[config.mk]
export PLATFORM = sky130hd
export DESIGN_NAME = halt_mem_scanner_flat
export DESIGN_NICKNAME = d
export VERILOG_FILES = /design/src/rtl/halt_mem_scanner_if.sv /design/src/rtl/halt_mem_scanner.sv /design/src/flat_wrapper.sv
export SDC_FILE = /design/constraint.sdc
export NUM_CORES = 1
export LEC_CHECK = 0
export BUFFER_PORTS_ARGS = -buffer_cell sky130_fd_sc_hd__buf_4
export CAP_MARGIN = 20
export CELL_PAD_IN_SITES_DETAIL_PLACEMENT = 1
export CELL_PAD_IN_SITES_GLOBAL_PLACEMENT = 1
export CORE_UTILIZATION = 43
export CTS_CLUSTER_DIAMETER = 200
export CTS_CLUSTER_SIZE = 10
export DETAILED_ROUTE_END_ITERATION = 10
export PLACE_DENSITY_LB_ADDON = 0.1
export SETUP_SLACK_MARGIN = 0.15
export SYNTH_ARGS = -nofsm -noshare
export SYNTH_HDL_FRONTEND = slang
export SYNTH_SLANG_ARGS = --single-unit
export TNS_END_PERCENT = 10
[constraint.sdc]
create_clock -name CLK -period 2.6 [get_ports CLK]
set_input_delay 0.39 -clock CLK [delete_from_list [all_inputs] [get_ports CLK]]
set_output_delay 0.39 -clock CLK [all_outputs]
set_load 0.005 [all_outputs]
[src/rtl/halt_mem_scanner_if.sv]
// Memory test-bench port between the halt scanner and system_if.
// The scanner is the master: it owns tb_ctrl/ren/addr and receives the load word.
interface halt_mem_scanner_if;
  logic        tb_ctrl;
  logic        ren;
  logic [31:0] addr;
  logic [31:0] load;

  modport master (output tb_ctrl, output ren, output addr, input load);
  modport slave  (input tb_ctrl, input ren, input addr, output load);
endinterface

[src/rtl/halt_mem_scanner.sv]
// Post-halt memory inspection sequencer. While the system is halted it takes over the
// memory port, reads one word at a time and holds the word/address pair steady for the
// board display. The word is stepped manually with debounced keys or the address
// switches, or automatically after a dwell period.
module halt_mem_scanner #(
  parameter int unsigned DEBOUNCE_CYCLES = 500000,
  parameter int unsigned READ_LAT        = 2,
  parameter int unsigned DWELL_CYCLES    = 50000000
) (
  input  logic               CLK,
  input  logic               nRST,
  input  logic               halt,
  input  logic               key_next_n,
  input  logic               key_prev_n,
  input  logic [15:0]        sw_addr,
  input  logic               auto_mode,
  halt_mem_scanner_if.master mem,
  output logic [31:0]        disp_word,
  output logic [15:0]        disp_addr,
  output logic               cap_valid
);

  localparam int unsigned DB_W = $clog2(DEBOUNCE_CYCLES);
  localparam int unsigned RD_W = (READ_LAT > 1) ? $clog2(READ_LAT) : 1;
  localparam int unsigned DW_W = (DWELL_CYCLES > 1) ? $clog2(DWELL_CYCLES) : 1;

  localparam logic [DB_W-1:0] DB_LAST = DB_W'(DEBOUNCE_CYCLES - 1);
  localparam logic [RD_W-1:0] RD_LAST = RD_W'(READ_LAT - 1);
  localparam logic [DW_W-1:0] DW_LAST = DW_W'(DWELL_CYCLES - 1);

  localparam int NEXT = 0;
  localparam int PREV = 1;

  typedef enum logic [1:0] {IDLE, ISSUE, CAPTURE, HOLD} state_t;

  // ---------------------------------------------------------------------------
  // Key conditioning
  // ---------------------------------------------------------------------------
  logic [1:0]           key_raw;
  logic [1:0]           sync_meta;
  logic [1:0]           sync_key;
  logic [1:0]           db_level;
  logic [1:0]           key_evt;
  logic [1:0][DB_W-1:0] db_cnt;

  assign key_raw = {key_prev_n, key_next_n};

  // Two-flop synchroniser for the asynchronous pushbuttons (released = 1).
  always_ff @(posedge CLK or negedge nRST) begin
    // NOTE: every clocked block uses non-blocking assignments so all flops sample
    // pre-edge values; blocking here would turn the two stages into one.
    if (!nRST) begin
      sync_meta <= 2'b11;
      sync_key  <= 2'b11;
    end else begin
      sync_meta <= key_raw;
      sync_key  <= sync_meta;
    end
  end

  // Debounce: accept a level only after DEBOUNCE_CYCLES consecutive differing samples,
  // and emit a one-cycle press event when the accepted level falls.
  always_ff @(posedge CLK or negedge nRST) begin
    if (!nRST) begin
      db_level <= 2'b11;
      key_evt  <= '0;
      db_cnt   <= '0;
    end else begin
      for (int k = 0; k < 2; k++) begin
        key_evt[k] <= 1'b0;
        if (sync_key[k] == db_level[k]) begin
          db_cnt[k] <= '0;
        end else if (db_cnt[k] == DB_LAST) begin
          db_level[k] <= sync_key[k];
          db_cnt[k]   <= '0;
          key_evt[k]  <= ~sync_key[k];
        end else begin
          db_cnt[k] <= db_cnt[k] + 1'b1;
        end
      end
    end
  end

  // ---------------------------------------------------------------------------
  // Scan sequencer
  // ---------------------------------------------------------------------------
  state_t          state_q, state_d;
  logic [15:0]     cur_q, cur_d;
  logic [RD_W-1:0] rd_cnt_q, rd_cnt_d;
  logic [DW_W-1:0] dwell_q, dwell_d;
  logic [13:0]     sw_last;
  logic            sw_pend_q, sw_pend_d;
  logic            sw_chg;
  logic            do_capture;
  logic            clr_valid;
  logic [15:0]     sw_aligned;
  logic            sw_unused;

  assign sw_aligned = {sw_addr[15:2], 2'b00};
  assign sw_chg     = (sw_addr[15:2] != sw_last);
  // The byte-offset switches have no effect on a word-aligned scan.
  assign sw_unused  = ^sw_addr[1:0];

  // State register.
  always_ff @(posedge CLK or negedge nRST) begin
    if (!nRST) state_q <= IDLE;
    else       state_q <= state_d;
  end

  // Next state and datapath controls. A switch move seen while a read is in flight
  // is remembered and applied once the sequencer is back in HOLD.
  always_comb begin
    // NOTE: every signal gets a default before the case so no path leaves one
    // unassigned, which would otherwise infer a latch.
    state_d    = state_q;
    cur_d      = cur_q;
    rd_cnt_d   = '0;
    dwell_d    = dwell_q;
    sw_pend_d  = sw_pend_q;
    do_capture = 1'b0;
    clr_valid  = 1'b0;

    case (state_q)
      IDLE: begin
        sw_pend_d = 1'b0;
        if (halt) begin
          state_d   = ISSUE;
          cur_d     = sw_aligned;
          clr_valid = 1'b1;
        end
      end
      ISSUE: begin
        if (sw_chg) sw_pend_d = 1'b1;
        if (rd_cnt_q == RD_LAST) state_d  = CAPTURE;
        else                     rd_cnt_d = rd_cnt_q + 1'b1;
      end
      CAPTURE: begin
        if (sw_chg) sw_pend_d = 1'b1;
        do_capture = 1'b1;
        dwell_d    = '0;
        state_d    = HOLD;
      end
      HOLD: begin
        sw_pend_d = 1'b0;
        if (auto_mode) begin
          if (dwell_q == DW_LAST) begin
            dwell_d = '0;
            cur_d   = cur_q + 16'd4;
            state_d = ISSUE;
          end else begin
            dwell_d = dwell_q + 1'b1;
          end
        end else if (key_evt[NEXT]) begin
          cur_d   = cur_q + 16'd4;
          state_d = ISSUE;
        end else if (key_evt[PREV]) begin
          cur_d   = cur_q - 16'd4;
          state_d = ISSUE;
        end else if (sw_chg || sw_pend_q) begin
          cur_d   = sw_aligned;
          state_d = ISSUE;
        end
      end
      default: state_d = IDLE;
    endcase

    // Releasing halt abandons whatever is in progress; the display keeps its last word.
    if (!halt) begin
      state_d    = IDLE;
      cur_d      = cur_q;
      rd_cnt_d   = '0;
      do_capture = 1'b0;
      clr_valid  = 1'b0;
    end
  end

  // Scan address, counters, switch history and the captured display pair.
  always_ff @(posedge CLK or negedge nRST) begin
    if (!nRST) begin
      cur_q     <= '0;
      rd_cnt_q  <= '0;
      dwell_q   <= '0;
      sw_last   <= '0;
      sw_pend_q <= 1'b0;
      disp_word <= '0;
      disp_addr <= '0;
      cap_valid <= 1'b0;
    end else begin
      cur_q     <= cur_d;
      rd_cnt_q  <= rd_cnt_d;
      dwell_q   <= dwell_d;
      sw_last   <= sw_addr[15:2];
      sw_pend_q <= sw_pend_d;
      if (do_capture) begin
        disp_word <= mem.load;
        disp_addr <= cur_q;
      end
      if (clr_valid)       cap_valid <= 1'b0;
      else if (do_capture) cap_valid <= 1'b1;
    end
  end

  assign mem.tb_ctrl = (state_q != IDLE);
  assign mem.ren     = (state_q != IDLE);
  assign mem.addr    = {16'h0000, cur_q};

endmodule

[src/flat_wrapper.sv]
// flat-port wrapper written by rule: the top's interface ports become plain ports
module halt_mem_scanner_flat 
#(
  parameter int unsigned DEBOUNCE_CYCLES = 500000,
  parameter int unsigned READ_LAT        = 2,
  parameter int unsigned DWELL_CYCLES    = 50000000
)
  (CLK, nRST, halt, key_next_n, key_prev_n, sw_addr, auto_mode, disp_word, disp_addr, cap_valid, mem_tb_ctrl, mem_ren, mem_addr, mem_load);
  halt_mem_scanner_if mem_i ();
  input  logic CLK;
  input  logic nRST;
  input  logic halt;
  input  logic key_next_n;
  input  logic key_prev_n;
  input  logic [15:0] sw_addr;
  input  logic auto_mode;
  output logic [31:0] disp_word;
  output logic [15:0] disp_addr;
  output logic cap_valid;
  output wire logic [$bits(mem_i.tb_ctrl)-1:0] mem_tb_ctrl;
  output wire logic [$bits(mem_i.ren)-1:0] mem_ren;
  output wire logic [$bits(mem_i.addr)-1:0] mem_addr;
  input wire logic [$bits(mem_i.load)-1:0] mem_load;
  assign mem_tb_ctrl = mem_i.tb_ctrl;
  assign mem_ren = mem_i.ren;
  assign mem_addr = mem_i.addr;
  assign mem_i.load = mem_load;
  halt_mem_scanner #(.DEBOUNCE_CYCLES(DEBOUNCE_CYCLES), .READ_LAT(READ_LAT), .DWELL_CYCLES(DWELL_CYCLES)) u_core (.CLK(CLK), .nRST(nRST), .halt(halt), .key_next_n(key_next_n), .key_prev_n(key_prev_n), .sw_addr(sw_addr), .auto_mode(auto_mode), .mem(mem_i), .disp_word(disp_word), .disp_addr(disp_addr), .cap_valid(cap_valid));
endmodule
## Word-level counts from Yosys, hierarchy flattened

Cells that the tools add are included.
W data, S select, Z words.

- Bits in registers: 155
- Input bits: 54
- Output and inout bits: 83
- Word-level logic and storage cells: 91

- Add/subtract/negate cells: 6
- Equality and inequality tests: 16
- Multiplexer cells: 36
- Bitwise gates (word level): 4
- Reduce and logical (&&, ||, !) cells: 13

Operators by type and width:

| kind | count |
|---|---|
| $mux W16 | 5 |
| $mux W19 | 4 |
| $mux W26 | 2 |
| $pmux W26 S2 | 1 |
| $add A19 B1 Y19 const B | 2 |
| $eq A19 B19 Y1 const B | 2 |
| $pmux W16 S2 | 1 |
| $add A26 B1 Y26 const B | 1 |
| $eq A26 B26 Y1 const B | 1 |
| $add A16 B3 Y16 const B | 1 |
| $sub A16 B3 Y16 const B | 1 |
| $mux W1 | 14 |
| $mux W2 | 7 |
| $ne A14 B14 Y1 | 1 |
| $pmux W2 S4 | 1 |
| $reduce_bool A2 Y1 | 4 |
| $ne A3 B2 Y1 const B | 2 |
| $ne A6 B3 Y1 const B | 1 |
| $reduce_and A2 Y1 | 3 |
| $ne A5 B2 Y1 const B | 1 |
| $eq A2 B2 Y1 const B | 2 |
| $ne A4 B3 Y1 const B | 1 |
| $not A1 Y1 | 4 |
| $reduce_and A4 Y1 | 1 |
| other kinds (10) | 12 |

## Logic depth before layout (Yosys ltp)

Gate-level depths: netlist of run 1.

- Depth after elaboration: 8
- Gate-level depth with buffers: 9
- Depth with buffers taken out: 8

## Worst setup path before layout of run 1

OpenSTA, ideal clock, no wires.

- Kind: register to register
- Start: reg u_core.cur_q[7]
- End: reg u_core.cur_q[15]
- Setup time: 0.080 ns
- Arrival: 2.250 ns
- Path slack: 0.270 ns
- Stages on the path, launching flop included: 7
- Buffers on the path: 1
- Clock period less this slack: 2.330 ns
- Path through: dfrtp_1 buf_6 or4_4 or4_4 or3b_1 a211o_1 o211ai_2

- Cells in the longest elaborated chain, start to end: 5

Ends and longest elaborated chain:

| item | line | RTL |
|---|---|---|
| start: declaration | halt_mem_scanner.sv:88 | `logic [15:0] cur_q, cur_d;` |
| start signal: assignment | halt_mem_scanner.sv:189 | `cur_q <= cur_d;` |
| $sub A16 B3 Y16 | halt_mem_scanner.sv:157 | `cur_d = cur_q - 16'd4;` |
| $mux W16 | halt_mem_scanner.sv:156 | `end else if (key_evt[PREV]) begin` |
| $mux W16 | halt_mem_scanner.sv:153 | `end else if (key_evt[NEXT]) begin` |
| $mux W16 * | halt_mem_scanner.sv:145 | `if (auto_mode) begin` |
| $pmux W16 S2 * | halt_mem_scanner.sv:123 | `case (state_q)` |

Every way passes the cells marked *; elsewhere a longest branch is shown, timed or not. The select of a mux whose other input is x is not followed.
A chain may end at the register's enable or synchronous reset.

## Worst setup path after layout of run 1

- Start: reg u_core.sw_last[8]
- End: reg u_core.cur_q[11]

- Cells in the longest elaborated chain, start to end: 4

Ends and longest elaborated chain:

| item | line | RTL |
|---|---|---|
| start: declaration | halt_mem_scanner.sv:91 | `logic [13:0] sw_last;` |
| start signal: assignment | halt_mem_scanner.sv:192 | `sw_last <= sw_addr[15:2];` |
| $ne A14 B14 Y1 | halt_mem_scanner.sv:100 | `assign sw_chg = (sw_addr[15:2] != sw_last);` |
| $logic_or A1 B1 Y1 | halt_mem_scanner.sv:159 | `end else if (sw_chg \|\| sw_pend_q) begin` |
| $ne A5 B2 Y1 (no line) | -- |  |
| $reduce_and A4 Y1 (no line) | -- |  |

Every way passes these cells.

==> results of run 1 <==
## layout by cell type, fill, tap and decap left out, types with 5 or more instances in the layout
cell / n
nor3b_1: 5
nor3_1: 8
and3_1: 10
o21ai_0: 32
nand2_1: 51
clkbuf_16: 17
nand4_1: 18
mux2_2: 44
dfrtp_1: 145
nor4_1: 14
dfstp_2: 6
nor2_1: 88
inv_1: 23
xnor2_1: 27
a21oi_1: 12
nand3_1: 31
and2_1: 7
conb_1: 20
ha_1: 10
buf_4: 132
a31oi_1: 7
o22ai_1: 6
and4_1: 8
xor2_1: 46
## cells by family (layout without fill, tap and decap cells)
kind of cell	count (synthesis)	after routing
multiplexers	47	47
flip-flops	151	151
AO/OA/AOI/OAI	86	86
other	1	20
XOR/XNOR	73	73
buffers and inverters	74	193
AND/OR/NAND/NOR	269	269
adder cells (fa/ha/maj)	10	10
## path summary, 6_finish.rpt
path / start / endpoint / slack, ns
worst max-delay path: u_core.sw_last[8] / u_core.cur_q[11] / 0.22
worst min-delay path: key_next_n / u_core.sync_meta[0] / 0.06
worst max register to register: u_core.sw_last[8] / u_core.cur_q[11] / 0.22
worst min register to register: u_core.sync_meta[1] / u_core.sync_key[1] / 0.36
max in group asynchronous: nRST / u_core.db_level[1] / 1.40
min in group asynchronous: nRST / u_core.disp_word[1] / 0.50
## layout make-up
class                   instances  area [um^2]
fillers                      1842         7530
flip-flops and latches        151         3790
multi-input cells             505         3300
repair buffers                138         1090
clock buffers                  19          443
well taps                     220          275
clock inverters                13          194
inverters                      23         86.3
## critical path, stage by stage, from the launching register on
cell,delay (ns)
dfrtp_1,0.37
xor2_1,0.14
nor4_1,0.45
nand4_1,0.31
o2111ai_2,0.30
buf_12,0.21
mux2_2,0.35
a31oi_1,0.16
## flip-flops by register name, indices dropped and copies added, names as in the netlist
register / count
u_core.db_cnt: 38
u_core.disp_word: 32
u_core.dwell_q: 26
u_core.cur_q: 14
u_core.disp_addr: 14
u_core.sw_last: 14
u_core.db_level: 2
u_core.key_evt: 2
u_core.state_q: 2
u_core.sync_key: 2
u_core.sync_meta: 2
u_core.cap_valid: 1
u_core.rd_cnt_q: 1
u_core.sw_pend_q: 1
## per-stage QoR
step / cells / utilization / total power [mW] / hold slack [ns]
finish: 1069 / 0.549 / 8.68 / 0.0650
global placement: 1036 / 0.510 / 5.94 / 0.348
floorplan: 730 / - / 4.69 / 0.0944
detailed placement: 1036 / 0.510 / 6.07 / 0.348
global route: 1069 / 0.549 / 9.21 / 0.0404
CTS: 1069 / 0.549 / 8.80 / 0.0434
## cell usage after synthesis (4+ instances only)
library cell  instances
a21oi_1              12
a31oi_1               7
and2_1                7
and3_1               10
and4_1                8
buf_4                23
clkbuf_1             18
dfrtp_1             145
dfstp_2               6
ha_1                 10
inv_1                23
mux2_2               44
nand2_1              52
nand3_1              31
nand4_1              18
nor2_1               88
nor3_1                8
nor3b_1               5
nor4_1               14
nor4b_1               4
nor4bb_1              4
o21ai_0              32
o221ai_1              4
o22ai_1               6
o31ai_1               4
or2_2                 4
or3_1                 4
xnor2_1              27
xor2_1               46
## power by group
group / leakage (nW) / internal [mW] / switching [mW]
Clock: 0.309 / 1.65 / 1.02
Combinational: 1.92 / 1.44 / 1.31
Sequential: 1.93 / 2.88 / 0.376
## metal layers
layer / up-vias / part of all wire
met5: - / 0
met4: 0 / 0.014
met3: 19 / 0.033
met2: 96 / 0.51
met1: 2931 / 0.44
li1: 2689 / -
## repair_timing
item	4_1_cts	5_1_grt
hold buffers	1	0
hold endpoints to repair	54	0
setup endpoints to repair	0	7
gates resized for setup	0	1
buffers inserted	0	0
==> flow_metrics.tcl, run 1 <==
set metrics [dict create \
    io_buffers 114 \
    synth_xor_area_frac 0.0862 \
    io_pins 137 \
    grt_use_met2 0.376 \
    finalCritPeriodShare 0.914 \
    die-area_um2 17800 \
    clock-sinks 151 \
    via_per_inst 5.36 \
    max-slew-margin-rel 0.523 \
    synth_compound_area_frac 0.0764 \
    dpl_worst_slack_ns 0.0920 \
    finalSetupTns_ns 0 \
    path_max_fanout 27 \
    drive_gt1_frac 0.272 \
    fmax_mhz 421 \
    use_met1 0.279 \
    power_leakage_nw 4.15 \
    rows 47 \
    nNetsFinal 900 \
    outcome "finished clean" \
    fp.dieH_um 133 \
    clkLatencyLatePin_ns 0.43 \
    cap_viol_max_count 0 \
    grt_antenna_before_repair 0 \
    setup_viol 0 \
    post_drt_wl_per_cell_um 17.0 \
    finalHoldViolCount 0 \
    final.setup_skew_ns 0.00795 \
    synth-simple-area-share 0.183 \
    tightest_slew_ns 0.708 \
    numCtsBuffers 17 \
    ctsHtreeMaxLevel 4 \
    design.core.area_um2 16700 \
    synthArstFlopShare 1.00 \
    synth_top_family_by_area "simple AND/OR/NAND/NOR gates" \
    grt_pass1_vias 6089 \
    groute.layer.met3.usage 0.0476 \
    design_area_um2 9170 \
    synth_seq_area_share 0.510 \
    synth_area_leaders "dfrtp_1 (49%), mux2_2 (6.7%), xor2_1 (5.4%)" \
    yosys_warnings 0 \
    ir_drop_mv 0.571 \
    place_congestion 0.860 \
    synth_fa_ha_area_frac 0.0169 \
    whs_path_depth 1 \
    antenna_cells 0 \
    hp-class "primary input to register" \
    slew_viol_final 0 \
    path_clk_slew_ns 0.06 \
    muxShareOfSynthArea 0.0709 \
    hpwl_um 13200 \
    power_density_nw_per_um2 946 \
    grtUsageTotal 0.221 \
    cp-start-kind "register" \
    synth_seq_cells 151 \
    dr.pass1.iters 4 \
    fp.dieW_um 133 \
    synth_top_area_frac 0.489 \
    finalWorstSetupSlack_ns 0.223 \
    ant_nets 0 \
    min_period_ns 2.38 \
    cts_tree "built" \
    path_class "register to register" \
    worstPathArrival_ns 2.72 \
    clk_path_buf_depth 2 \
    critPathCaptureType "register" \
    required_ns 2.94 \
    grt_pass1_wl_um 30800 \
    drc 0 \
    grt_max_degree 57 \
    rsz0062_at_grt "true" \
    postPlaceCellArea_um2 8520 \
    r2r_cells 7 \
    routed-via-count 5735 \
    cts-root-buf "clkbuf_16" \
    synth_edf_count 0 \
    yosysUniqueCellTypes 61 \
    ys.flop_type "dfrtp_1" \
    drt_wl_total_um 18200 \
    synth_top_cell_by_area "dfrtp_1" \
    grt-ovfl-total 0 \
    drt-initial-drc-count 261 \
    grt-busiest-layer "met2" \
    initial_core_util 0.444 \
    syn_inst 711 \
    synth_area_um2 7420 \
    area_growth_pct 23.7 \
    avgSynthCellArea_um2 10.4 \
]
(Power assumes the default switching activity.)
==> inputs of run 2 (changes only) <==
ABC_AREA = 1   (was unset)
CORE_UTILIZATION = 44   (was 43)
clock period = 3 ns   (was 2.6 ns; I/O delays follow)
==> run 2 against run 1 <==
  * The flow now finishes with violations (design-rule violations, negative hold slack)
  * Critical path depth increased by 2
  * Clock power decreased by 19%
  * Die area increased by 8.1%
  * Combinational power decreased by 18%
  * Non-clock buffer count decreased by 15
  * Clock-buffer cell count decreased by 1
  * Flip-flop and latch count unchanged
  * Maximum frequency increased by 13%
  * Register-to-register slack improved by 0.68 ns
  * Critical path type unchanged
  * Critical endpoint is now u_core.dwell_q[18]
  * Largest cell class unchanged
==> flow_metrics.tcl, run 2 <==
set metrics [dict create \
    area_growth_pct 19.9 \
    power_density_nw_per_um2 743 \
    ir_drop_mv 0.476 \
    cp-start-kind "register" \
    clk_path_buf_depth 2 \
    place_congestion 0.849 \
    numCtsBuffers 17 \
    drc 5 \
    muxShareOfSynthArea 0 \
    path_class "register to register" \
    synth_fa_ha_area_frac 0.0152 \
    setup_viol 0 \
    finalCritPeriodShare 0.700 \
    drive_gt1_frac 0.157 \
    p_comb_frac 0.307 \
    hold-worst-slack_ns -0.00532 \
    nNetsFinal 1289 \
    cts_tree "built" \
    via_per_inst 5.16 \
    fill_cells 2359 \
    hp-class "primary input to async pin" \
    synth_compound_area_frac 0.0596 \
    clock-sinks 151 \
    tightest_slew_ns 0.646 \
    synth_seq_cells 151 \
    ctsHtreeMaxLevel 4 \
    die-area_um2 19200 \
    synth_seq_area_share 0.461 \
    cap_viol_max_count 0 \
    power_leakage_nw 4.89 \
    required_ns 3.31 \
    design.core.area_um2 18100 \
    final.setup_skew_ns 0.0135 \
    layout_commonest_cell "nand2_1" \
    finalPower_mw 7.32 \
    routed-via-count 7574 \
    swShare 0.375 \
    grt_antenna_before_repair 0 \
    cts_resized 0 \
    largest_register "u_core.db_cnt" \
    fp.dieW_um 139 \
    max-slew-margin-rel 0.570 \
    stdcell_count 1467 \
    rsz0062_at_grt "false" \
    synth-simple-area-share 0.341 \
    fp.dieH_um 139 \
    drt-initial-drc-count 346 \
    synth_most_common_cell "nand2_1" \
    p_int_mw 4.58 \
    violations "design-rule violations, negative hold slack" \
    synth_top_area_frac 0.442 \
    synth_commonest_cells "nand2_1 (364), dfrtp_1 (145), inv_1 (122)" \
    synth_area_um2 8210 \
    synthArstFlopShare 1.00 \
    hpwl_um 17300 \
    synth_xor_area_frac 0.0309 \
    dp.cells 1435 \
    critPathCaptureType "register" \
    cts_hold_buf 0 \
    io_buffers 114 \
    grt-ovfl-total 0 \
    synth_area_leaders "dfrtp_1 (44%), nand2_1 (17%), inv_1 (5.6%)" \
    finish.utilization 0.543 \
    ant_nets 0 \
    synth_edf_count 0 \
    clockPowerShare 0.296 \
    synth_top_cell_by_area "dfrtp_1" \
    dr.pass1.iters 8 \
    worstPathArrival_ns 2.41 \
    top_regs "u_core.db_cnt (38), u_core.disp_word (32), u_core.dwell_q (26)" \
    largest_reg_flops 38 \
    post_drt_wl_per_cell_um 16.2 \
    drt_wl_total_um 23800 \
    yosysUniqueCellTypes 43 \
    path_max_fanout 10 \
    slew_viol_final 0 \
    path_clk_slew_ns 0.07 \
    grt_pass1_wl_um 40300 \
    yosys_warnings 0 \
    antenna_cells 0 \
    postCtsSetupBuffers 0 \
    outcome "complete, but fails checks" \
    p_sw_mw 2.74 \
    avgSynthCellArea_um2 7.43 \
    syn_inst 1105 \
    grt_pass1_vias 7955 \
    initial_core_util 0.452 \
    grt_max_degree 66 \
    cts-root-buf "clkbuf_16" \
    fmax_mhz 476 \
    ys.flop_type "dfrtp_1" \
    r2r_cells 9 \
    finalHoldViolCount 2 \
    power_frac_seq 0.397 \
    grtUsageTotal 0.265 \
    final_cell_mix "nand2_1 (363), dfrtp_1 (145), inv_1 (122), nor2_1 (121), buf_4 (121)" \
    min_period_ns 2.10 \
    clkLatencyLatePin_ns 0.45 \
    finalSetupTns_ns 0 \
    synth_top_family_by_area "simple AND/OR/NAND/NOR gates" \
    rows 49 \
    io_pins 137 \
]
[run 2: cell count changes after synthesis, moves of 9 or more]
cell     before  now
xor2_1       46   25
a21oi_1      12   27
nand3_1      31   65
and3_1       10    1
nor2_2        0   12
inv_1        23  122
nand4_1      18   31
nor2_1       88  121
xnor2_1      27    4
nand2_1      52  364
mux2_2       44    0
nor3_1        8   27
[run 2: layer usage]
metal	track usage	up-vias	part of all wire
met5	0	-	0
met1	0.347	3680	0.46
met2	0.445	171	0.48
met4	0.0651	0	0.011
li1	-	3700	-
met3	0.0580	23	0.047
[run 2: path summary, 6_finish.rpt]
kind / start / end / slack [ns]
min in group CLK: key_prev_n / u_core.sync_meta[1] / 0.11
setup / recovery: u_core.state_q[0] / u_core.dwell_q[18] / 0.90
max in group asynchronous: nRST / u_core.disp_word[4] / 2.15
hold reg to reg: u_core.sync_meta[1] / u_core.sync_key[1] / 0.36
hold / removal: nRST / u_core.disp_addr[14] / -0.005
setup reg to reg: u_core.state_q[0] / u_core.dwell_q[18] / 0.90
[run 2: final cells by class]
type | instances | area [um^2] | share of cell area
Multi-Input combinational cell | 799 | 3740 | 0.380
Clock buffer | 18 | 439 | 0.0446
Inverter | 133 | 499 | 0.0507
Tap cell | 229 | 287 | 0.0291
Timing Repair Buffer | 123 | 940 | 0.0954
Clock inverter | 14 | 151 | 0.0154
Sequential cell | 151 | 3790 | 0.385
[run 2: per-stage QoR]
step,instance area [um^2],setup WS (ns)
floorplan,8280,1.23
global placement,9260,0.964
detailed placement,9260,0.913
CTS,9850,0.860
global route,9850,0.667
finish,9850,0.901
[run 2: kinds of logic (layout without fill, tap and decap cells)]
| group | Yosys count | in the layout |
|---|---|---|
| AND/OR/NAND/NOR | 651 | 651 |
| buffers and inverters | 174 | 288 |
| flip-flops | 151 | 151 |
| AO/OA/AOI/OAI | 89 | 89 |
| XOR/XNOR | 29 | 29 |
| adder cells (fa/ha/maj) | 10 | 10 |
| other | 1 | 20 |
[run 2: worst max-delay path, cell delays in order, from the launching register on]
cell     delay, ns
dfrtp_1       0.40
ha_1          0.32
nand2_1       0.13
nand2_2       0.22
nand2_1       0.14
nor2_1        0.20
nand2_1       0.14
nor3_1        0.19
xor2_1        0.17
nor2_1        0.05
[run 2: power by group through the flow]
| stage | sequential [mW] | combinational, mW | clock [mW] |
|---|---|---|---|
| 2_1_floorplan | 2.81 | 1.23 | 0 |
| 3_3_place_gp | 2.91 | 2.19 | 0 |
| 3_5_place_dp | 2.92 | 2.27 | 0 |
| 4_1_cts | 2.91 | 2.28 | 2.22 |
| 5_1_grt | 2.98 | 2.54 | 2.29 |
| 6_report | 2.91 | 2.25 | 2.16 |
==> inputs of run 3 (changes only) <==
CORE_UTILIZATION = 41   (was 44)
clock period = 2 ns   (was 3 ns; I/O delays follow)
==> run 3 against run 2 <==
  * The run now ends clean
  * Final cell count increased by 4.8%
  * Clock power up 43%
  * Clock skew down 0.0038 ns
  * Non-clock buffer count rose by 32
  * Global-route usage shrank 2.0 points
  * Clock-buffer cell count stayed put
  * Die area up 7.2%
  * Flip-flop and latch count is the same
==> flow_metrics.tcl, run 3 (synthesis results as in run 2) <==
set metrics [dict create \
    outcome "finished clean" \
    hold-worst-slack_ns 0.0135 \
    initial_core_util 0.420 \
    routed-via-count 7722 \
    design_area_um2 10300 \
    post_drt_wl_per_cell_um 15.5 \
    cap_viol_max_count 0 \
    finalCritPeriodShare 0.887 \
    p_sw_mw 4.10 \
    clkLatencyLatePin_ns 0.43 \
    ant_nets 0 \
    grt_pass1_vias 7833 \
    p_comb_frac 0.326 \
    io_pins 137 \
    clock-sinks 151 \
    setup_viol 0 \
    ctsHtreeMaxLevel 4 \
    power_density_nw_per_um2 1070 \
    fp.dieW_um 144 \
    hpwl_um 17400 \
    antenna_cells 0 \
    fmax_mhz 564 \
    largest_register "u_core.db_cnt" \
    cp-start-kind "register" \
    r2r_slack_ns 0.23 \
    grt_max_degree 51 \
    slew_viol_final 0 \
    critPathCaptureType "register" \
    postPlaceCellArea_um2 9450 \
    ir_drop_mv 0.613 \
    drc 0 \
    grt_antenna_before_repair 0 \
    area_growth_pct 25.6 \
    power_leakage_nw 5.05 \
    drt-initial-drc-count 392 \
    swShare 0.370 \
    min_period_ns 1.77 \
    finalSetupTns_ns 0 \
    grtUsageTotal 0.245 \
    layout_commonest_cell "nand2_1" \
    path_max_fanout 9 \
    grt_pass1_wl_um 39300 \
    largest_reg_flops 38 \
    drt_wl_total_um 23800 \
    clk_path_buf_depth 2 \
    grt-ovfl-total 0 \
    clockPowerShare 0.279 \
    cts-root-buf "clkbuf_16" \
    final.setup_skew_ns 0.00973 \
    design.core.area_um2 19500 \
    io_buffers 114 \
    dr.pass1.iters 4 \
    required_ns 2.31 \
    path_clk_slew_ns 0.07 \
    die-area_um2 20600 \
    fp.dieH_um 144 \
    hp-class "primary input to register" \
    rsz0062_at_grt "true" \
    cts_tree "built" \
    final_cell_mix "nand2_1 (358), dfrtp_1 (141), buf_4 (140), inv_1 (120), nor2_1 (115)" \
    p_int_mw 6.98 \
    finish.utilization 0.528 \
    finalHoldViolCount 0 \
    worstPathArrival_ns 2.09 \
    power_frac_seq 0.395 \
    drive_gt1_frac 0.190 \
    via_per_inst 5.02 \
    nNetsFinal 1323 \
    path_class "register to register" \
    finalWorstSetupSlack_ns 0.226 \
    dpl_worst_slack_ns 0.0528 \
    rows 51 \
    numCtsBuffers 17 \
    top_regs "u_core.db_cnt (38), u_core.disp_word (32), u_core.dwell_q (26)" \
    place_congestion 0.854 \
]
run 3: changes by cell type in the layout (fill, tap and decap cells not counted), sizes merged:
| cell | delta |
|---|---|
| buf | +23 |
| dlygate4sd3 | +9 |
| nor2 | +1 |
| inv | -4 |
| clkinvlp | +6 |
| clkinv | -1 |
run 3: worst max-delay path, cell delays in order, from the launching register on:
cell and delay, ns:
dfrtp_1 0.40, ha_4 0.16, inv_1 0.06, nor2_1 0.11
nand3b_1 0.10, nor2_2 0.12, nand2_2 0.11, nand2_4 0.12
nand2_4 0.10, nor2_4 0.26, o21ai_0 0.12
run 3: timing repair:
item | CTS | global route
gates resized for setup | 5 | 32
cloned | 0 | 2
hold endpoints to repair | 38 | 0
buffers inserted | 0 | 8
endpoints found under the setup margin | 14 | 42
hold buffers | 9 | 0
pin swaps | 1 | 6
run 3: power groups by stage:
stage / combinational [mW] / sequential (mW) / clock, mW
floorplan: 1.85 / 4.22 / 0
global placement: 3.32 / 4.37 / 0
detailed placement: 3.44 / 4.38 / 0
CTS: 3.49 / 4.35 / 3.16
global route: 4.08 / 4.46 / 3.28
finish: 3.61 / 4.37 / 3.09
run 3: through the flow:
step                      std cells  total power [mW]
after detailed placement       1486              7.82
after global placement         1486              7.69
after floorplan                1124              6.06
after global routing           1537              11.8
final                          1537              11.1
after CTS                      1527              11.0
run 3: final cells by class:
class                           instances  area [um^2]
Clock inverter                         14          118
Timing Repair inverter                  1         7.51
Sequential cell                       151         3790
Fill cell                            2493         9220
Clock buffer                           18          439
Multi-Input combinational cell        800         3870
Inverter                              133          503
Timing Repair Buffer                  155         1240
Tap cell                              265          332
run 3: path summary, 6_finish.rpt:
kind	from	endpoint	cells after the start
worst max-delay path	u_core.dwell_q[0]	u_core.cur_q[4]	10
worst max register to register	u_core.dwell_q[0]	u_core.cur_q[4]	10
worst min-delay path	sw_addr[6]	u_core.sw_last[4]	1
min in group asynchronous	nRST	u_core.disp_addr[14]	2
max in group asynchronous	nRST	u_core.sync_key[0]	3
worst min register to register	u_core.sync_meta[0]	u_core.sync_key[0]	0
run 3: metal layers:
metal,vias up,share of wire,GRT usage
li1,3771,-,-
met3,23,0.043,0.0433
met2,140,0.50,0.413
met1,3788,0.45,0.321
met5,-,0,0
met4,0,0.012,0.0705
